### src/rtl/systolic_skew_feeder.sv
// Input stage for systolic_nxn: buffers two NxN operand matrices row by row,
// then replays them as a diagonally skewed wavefront followed by zero drain cycles.
module systolic_skew_feeder #(
  parameter int unsigned N     = 3,
  parameter int unsigned DW    = 8,
  parameter int unsigned DRAIN = N
) (
  input  logic          clk,
  input  logic          rst_n,
  input  logic          in_valid,
  output logic          in_ready,
  input  logic [DW-1:0] a_row [N],
  input  logic [DW-1:0] b_row [N],
  output logic [DW-1:0] a_out [N],
  output logic [DW-1:0] b_out [N],
  output logic          busy,
  output logic          done
);

  localparam int unsigned SLAST = 2 * N - 2 + DRAIN;
  localparam int unsigned WLAST = 2 * N - 2;
  localparam int unsigned SW    = (SLAST > 0) ? $clog2(SLAST + 1) : 1;
  localparam int unsigned RW    = (N > 1) ? $clog2(N) : 1;

  typedef enum logic [1:0] {
    ST_LOAD,
    ST_STREAM,
    ST_DRAIN,
    ST_DONE
  } state_t;

  state_t        state, state_nxt;
  logic [RW-1:0] r, r_nxt;
  logic [SW-1:0] s, s_nxt;
  logic [SW-1:0] pat_s;
  logic          pat_en;
  logic          accept;
  logic          done_nxt;

  logic [DW-1:0] abuf  [N][N];
  logic [DW-1:0] bbuf  [N][N];
  logic [DW-1:0] a_eff [N][N];
  logic [DW-1:0] b_eff [N][N];
  logic [DW-1:0] a_nxt [N];
  logic [DW-1:0] b_nxt [N];

  assign in_ready = (state == ST_LOAD);
  assign busy     = (state == ST_STREAM) || (state == ST_DRAIN);
  assign accept   = in_valid && in_ready;

  // Sequencer: row counter during load, stream counter through wavefront and drain
  always_comb begin
    state_nxt = state;
    r_nxt     = r;
    s_nxt     = s;
    done_nxt  = 1'b0;
    pat_en    = 1'b0;
    pat_s     = '0;
    case (state)
      ST_LOAD: begin
        if (accept) begin
          if (r == RW'(N - 1)) begin
            r_nxt     = '0;
            s_nxt     = '0;
            state_nxt = ST_STREAM;
            pat_en    = 1'b1;
          end else begin
            r_nxt = r + RW'(1);
          end
        end
      end
      ST_STREAM: begin
        if (s == SW'(WLAST)) begin
          if (DRAIN == 0) begin
            state_nxt = ST_DONE;
            s_nxt     = '0;
            done_nxt  = 1'b1;
          end else begin
            state_nxt = ST_DRAIN;
            s_nxt     = s + SW'(1);
          end
        end else begin
          s_nxt  = s + SW'(1);
          pat_en = 1'b1;
          pat_s  = s + SW'(1);
        end
      end
      ST_DRAIN: begin
        if (s == SW'(SLAST)) begin
          state_nxt = ST_DONE;
          s_nxt     = '0;
          done_nxt  = 1'b1;
        end else begin
          s_nxt = s + SW'(1);
        end
      end
      default: state_nxt = ST_LOAD;
    endcase
  end

  // The s=0 pattern is launched on the edge that accepts the last row, so it
  // must see that row before it lands in the buffer.
  always_comb begin
    for (int i = 0; i < int'(N); i++) begin
      for (int c = 0; c < int'(N); c++) begin
        a_eff[i][c] = (accept && r == RW'(i)) ? a_row[c] : abuf[i][c];
        b_eff[i][c] = (accept && r == RW'(i)) ? b_row[c] : bbuf[i][c];
      end
    end
  end

  // Skew: lane i carries element (s - i) of its row (A) or column (B)
  always_comb begin
    for (int i = 0; i < int'(N); i++) begin
      a_nxt[i] = '0;
      b_nxt[i] = '0;
      if (pat_en) begin
        if ((int'(pat_s) - i) >= 0 && (int'(pat_s) - i) < int'(N)) begin
          a_nxt[i] = a_eff[i][RW'(int'(pat_s) - i)];
          b_nxt[i] = b_eff[RW'(int'(pat_s) - i)][i];
        end
      end
    end
  end

  always_ff @(posedge clk or negedge rst_n) begin
    if (!rst_n) begin
      state <= ST_LOAD;
      r     <= '0;
      s     <= '0;
      done  <= 1'b0;
      for (int i = 0; i < int'(N); i++) begin
        a_out[i] <= '0;
        b_out[i] <= '0;
      end
    end else begin
      state <= state_nxt;
      r     <= r_nxt;
      s     <= s_nxt;
      done  <= done_nxt;
      for (int i = 0; i < int'(N); i++) begin
        a_out[i] <= a_nxt[i];
        b_out[i] <= b_nxt[i];
      end
    end
  end

  // Operand storage carries no reset; contents are rewritten by every load
  always_ff @(posedge clk) begin
    if (accept) begin
      for (int c = 0; c < int'(N); c++) begin
        abuf[r][c] <= a_row[c];
        bbuf[r][c] <= b_row[c];
      end
    end
  end

endmodule

### config.mk
export PLATFORM = sky130hd
export DESIGN_NAME = systolic_skew_feeder
export DESIGN_NICKNAME = d
export VERILOG_FILES = /design/src/rtl/systolic_skew_feeder.sv
export SDC_FILE = /design/constraint.sdc
export NUM_CORES = 1
export LEC_CHECK = 0
export ABC_AREA = 0
export BUFFER_PORTS_ARGS = -buffer_cell sky130_fd_sc_hd__buf_4
export CORE_MARGIN = 2
export CORE_UTILIZATION = 40
export CTS_CLUSTER_SIZE = 20
export DETAILED_ROUTE_END_ITERATION = 10
export PLACE_DENSITY = 0.66
export SLEW_MARGIN = 20
export SYNTH_ARGS = -nofsm -noshare
export SYNTH_HDL_FRONTEND = slang
export SYNTH_SLANG_ARGS = --single-unit
### constraint.sdc
create_clock -name clk -period 5.1 [get_ports clk]
set_input_delay 1.02 -clock clk [delete_from_list [all_inputs] [get_ports clk]]
set_output_delay 1.02 -clock clk [all_outputs]
set_load 0.005 [all_outputs]
-- Word-level counts from Yosys, hierarchy flattened
Memories as Yosys holds them, arrays and structs flattened.
Index checks and enable logic that the tools add are counted.
- word-level logic and storage cells: 120
- register bits after elaboration: 56
- memories: 2
- output and inout bits: 51
- input port bits: 51
- memory bits (writable): 144
- equal/unequal tests: 10
- order comparisons: 9
- $add $sub $neg: 4
- muxes and demuxes: 68
- bitwise operators: 3
- reduce and logical (&&, ||, !) cells: 14
- memory list (memory ; depth ; bits a word ; rd ports ; clocked after Yosys merged registers in ; wr ports ; RTL line ; text):
    abuf ; 3 ; 24 ; 3 ; 0 ; 1 ; 40 ; logic [DW-1:0] abuf [N][N];
    bbuf ; 3 ; 24 ; 3 ; 0 ; 1 ; 41 ; logic [DW-1:0] bbuf [N][N];
- operators by type and width (operator ; number):
    $mux 8 ; 38
    $bmux 24 s2 ; 3
    $ge 32x1->1 const B ; 2
    $lt 32x3->1 const B ; 2
    $bmux 8 s2 ; 3
    $mux 24 ; 2
    $mux 16 ; 2
    $mux 3 ; 5
    $mux 2 ; 5
    $ge 2x3->1 const B ; 3
    $pmux 3 s3 ; 1
    $ne 2x1->1 const B ; 4
    $logic_and 1x1->1 ; 7
    $mux 1 ; 7
    $eq 3x3->1 const B ; 2
    $not 2->2 ; 3
    $pmux 2 s3 ; 1
    $eq 2x1->1 const B ; 2
    $eq 2x2->1 const B ; 2
    $logic_not 2->1 ; 2
    $reduce_and 4->1 ; 1
    $sub 3x1->4 const B ; 1
    $sub 3x2->4 const B ; 1
    $add 3x1->3 const B ; 1
    other kinds (8) ; 8

-- Longest topological paths before layout
- depth in word-level cells: 10
- gate-level depth with buffers: 11
- gate-level depth less buffers: 9

-- Worst setup path after synthesis
Ideal clock, no wire load.
- kind: input-to-reg
- from: input in_valid
- to: register b_out[10] (netlist name)
- cell stages on the path: 6
- data required time: 5.018 ns
- arrival time: 3.325 ns
- path slack: 1.693 ns
- setup time: 0.082 ns
- cells stage by stage: nand4b_1 -> clkinv_1 -> clkbuf_1 -> nand2_1 -> a21o_1 -> a31oi_1
- RTL lines (element ; RTL line ; text):
    start: declaration ; 10 ; input logic in_valid,
    end signal: indexed assignment ; 143 ; b_out[i] <= b_nxt[i];
    end: declaration ; 15 ; output logic [DW-1:0] b_out [N],

==> results by group <==
Timing
  – Unrepaired setup endpoints after global routing: false
  – Worst slew margin: 0.3331
  – Final Max Slew Viols: 0
  – Final Cycle Share: 0.6577
  – Worst hold slack: 578.2 ps
  – Setup tns final: 0 ps
  – Setup-failing EPs final: 0
  – Tmin final: 3354 ps
  – Maximum clock rate: 0.2981 GHz
  – Final Hold Fails: 0
  – Tightest Pin Transition: ~1000 ps
  – Setup Skew: ~9.5 ps

Critical path
  – CP Launch Type: register
  – Setup Crit Path Kind: reg2reg
  – WP data arrival: between 3000 and 4000 ps
  – Worst-path cell chain: inv_1 > ha_1 > nand4b_2 > buf_4 > clkinv_2 > nor2_1 > a22oi_1 > a311oi_1
  – Critical path endpoint category: register
  – Worst-path maximum fanout: 42
  – Slowest stage cell, crit path: clkinv_2
  – Required @ worst endpoint: 5420 ps
  – CP peak stage delay: 690 ps

Finish
  – Reg area: approximately 5700 sq um
  – Syn-to-layout area delta: 18.83%
  – Design area: 10250 sq um
  – Multi-input logic area: 2698 sq um
  – Diode count: 0
  – FILL cells: 1886
  – Final nets: 876
  – Layout cells sized above 1: 0.2036

Die
  – Starting Density: 0.4090
  – Core ar.: 21090 sq um
  – Io pins: between 100 and 150
  – Die height: 150.9 um
  – Rows: 53
  – Die X: 150.9 um
  – Die footprint: between 20000 and 25000 sq um

CTS
  – H-tree levels: 4
  – Cts bufs inserted: 17
  – Hold-fix buffer count after cts: 0
  – Setup bufs post-CTS: 0
  – Clock latency at the later pin of the worst-skew pair: 430 ps
  – Clock tree buffer depth: 2
  – Root buf cell: clkbuf_16
  – Clk sinks: 200
  – TritonCTS clock tree: yes
  – Post_cts resized: 0
  – Worst-path clk slew: 80 ps

Yosys
  – Post-synthesis sequential area ratio: 0.6638
  – Mapped cell area: 8626 sq um
  – #FFs+latches synth: 200
  – Prevailing post-synth register cell: edfxtp_1
  – Synth area leaders: edfxtp_1 (50%), dfrtp_1 (16%), nand2_1 (10%)
  – Mapped Nets: 790
  – Post-synth EDFFs: 144
  – Synth area leader: edfxtp_1
  – Number of unique standard cell types used by synthesis: between 40 and 50
  – Share of the synthesized area in the top cell type: 0.5013
  – Syn Inst Count: 726
  – Syn. warnings: 0
  – Async SR Flop Fraction: 0.2800
  – Count leader, synth: nand2_1
  – Mean post-synth cell area: 11.88 sq um
  – Commonest cells post-synth: nand2_1 (230), edfxtp_1 (144), a21oi_1 (114)

Place
  – Placed wire-length estimate: around 12000 um
  – RePlAce Congestion: between 0.7 and 0.8
  – Port Buffers: 101
  – Post-placement cell area: 9658 sq um

Routing
  – Vias: 6028
  – Detailed Routing Iterations Pass 1: 5
  – Vias per inst: 5.480
  – Post-DRT Antenna Nets: 0
  – Number of DRC markers in iteration 0: between 500 and 600
  – DRC viols: 0
  – Final wirelength: 21250 um
  – Post-DR wirelength/cell: 19.32 um

Status
  – Status: completed

Pwr
  – Maximum vdd drop: 0.0002436 V
  – Power Density: 487.1 nW/um^2
  – Total power: 4.993 mW
  – LEAKAGE: 4.001 nW

Global routing
  – Met3 GRT Util: 0.04157
  – Global route hottest layer: met2
  – M1 GR Usage: 0.2644
  – Grt ovf: 0
  – GR Util met2: 0.3070
  – Gr usage total: 0.1911
  – First-pass GRT wire length: 32640 um
  – Initial antenna violation count: 0
  – Pin count of the biggest net entering global routing: 57
  – Vias in the first global route: slightly below 6000

Run
  – Max_cap viols: 0

Worst hold path
  – Hold crit path type: reg2reg
## routing by layer
metal | wire [um] | part of all wire | vias to the layer above
met2 | 10150 | 0.48 | 238
met5 | 0 | 0 | -
li1 | - | - | 2780
met4 | 371 | 0.017 | 0
met3 | 1448 | 0.068 | 27
met1 | 9276 | 0.44 | 2983
## sequential cells by signal, indices dropped and copies added, names as in the netlist
signal,cells
b_out,24
bbuf,72
a_out,24
done,1
s,3
abuf,72
r,2
state,2
## through the flow
step / std cells / util / worst slack [ps]
2_1_floorplan: 726 / - / 1693
3_3_place_gp: 1068 / 0.4580 / 1440
3_5_place_dp: 1068 / 0.4580 / 1382
4_1_cts: 1100 / 0.4861 / 1652
5_1_grt: 1100 / 0.4861 / 1440
6_report: 1100 / 0.4861 / 1746
## critical path, delay by kind of cell (launching register included)
family                   cells  cell delay [ps]
AO/OA/AOI/OAI                2              470
buffers and inverters        3             1230
adder cells (fa/ha/maj)      1              320
flip-flops                   1              400
AND/OR/NAND/NOR              2              820
## where the power goes
| group | switching (mW) | total (mW) | leakage, nW | internal [mW] |
|---|---|---|---|---|
| logic | 0.965 | 1.53 | 1.65 | 0.566 |
| registers | 0.0857 | 2.10 | 2.07 | 2.01 |
| clock network | 0.629 | 1.36 | 0.276 | 0.733 |
## final cells by class
class | count | share of cell area
flip-flops and latches | 200 | 0.5586
multi-input cells | 473 | 0.2632
repair buffers | 110 | 0.08301
clock buffers | 17 | 0.04150
well taps | 275 | 0.03357
clock inverters | 15 | 0.01624
inverters | 10 | 0.003906
## final timing paths
check	cells past startpoint	slack [ps]	from	endpoint
max in group asynchronous	1	3840	rst_n	b_out[15]$_DFF_PN0_
min	2	580	bbuf[0][12]$_DFFE_PP_	b_out[12]$_DFF_PN0_
min reg2reg	2	580	bbuf[0][12]$_DFFE_PP_	b_out[12]$_DFF_PN0_
max reg2reg	8	1750	state[0]$_DFFE_PN0P_	b_out[15]$_DFF_PN0_
max	8	1750	state[0]$_DFFE_PN0P_	b_out[15]$_DFF_PN0_
min in group asynchronous	1	690	rst_n	a_out[10]$_DFF_PN0_
## logic make-up after synthesis
| group | after synthesis | synth area share |
|---|---|---|
| buf+inv | 53 | 0.02538 |
| compound gates | 185 | 0.1364 |
| fa+ha+maj | 13 | 0.01886 |
| simple gates | 255 | 0.1197 |
| flops | 200 | 0.6638 |
| mux | 19 | 0.03496 |
| xor+xnor | 1 | 0.001016 |
## cells in the final DEF (no fill, tap or decap), types with 2 or more instances in the layout
master        n
edfxtp_1    144
inv_6         4
a22oi_1       7
buf_4       108
o31a_1       32
mux2i_1       2
clkinv_4      3
mux4_2        8
nor2b_1       3
mux2_2        9
ha_1         13
dfrtp_1      56
a311oi_1      7
buf_12        2
o2111ai_1     2
clkbuf_16    17
inv_1         6
o21ai_1       2
clkinv_2      2
a21o_1        9
nor2_1        2
clkinvlp_4    4
nand3_1       9
a21oi_1     114
inv_2         2
o21ai_0       3
nand2_1     230
bufinv_16     2
nor3_1        2
Note: power is estimated with default switching activity, not from simulation.
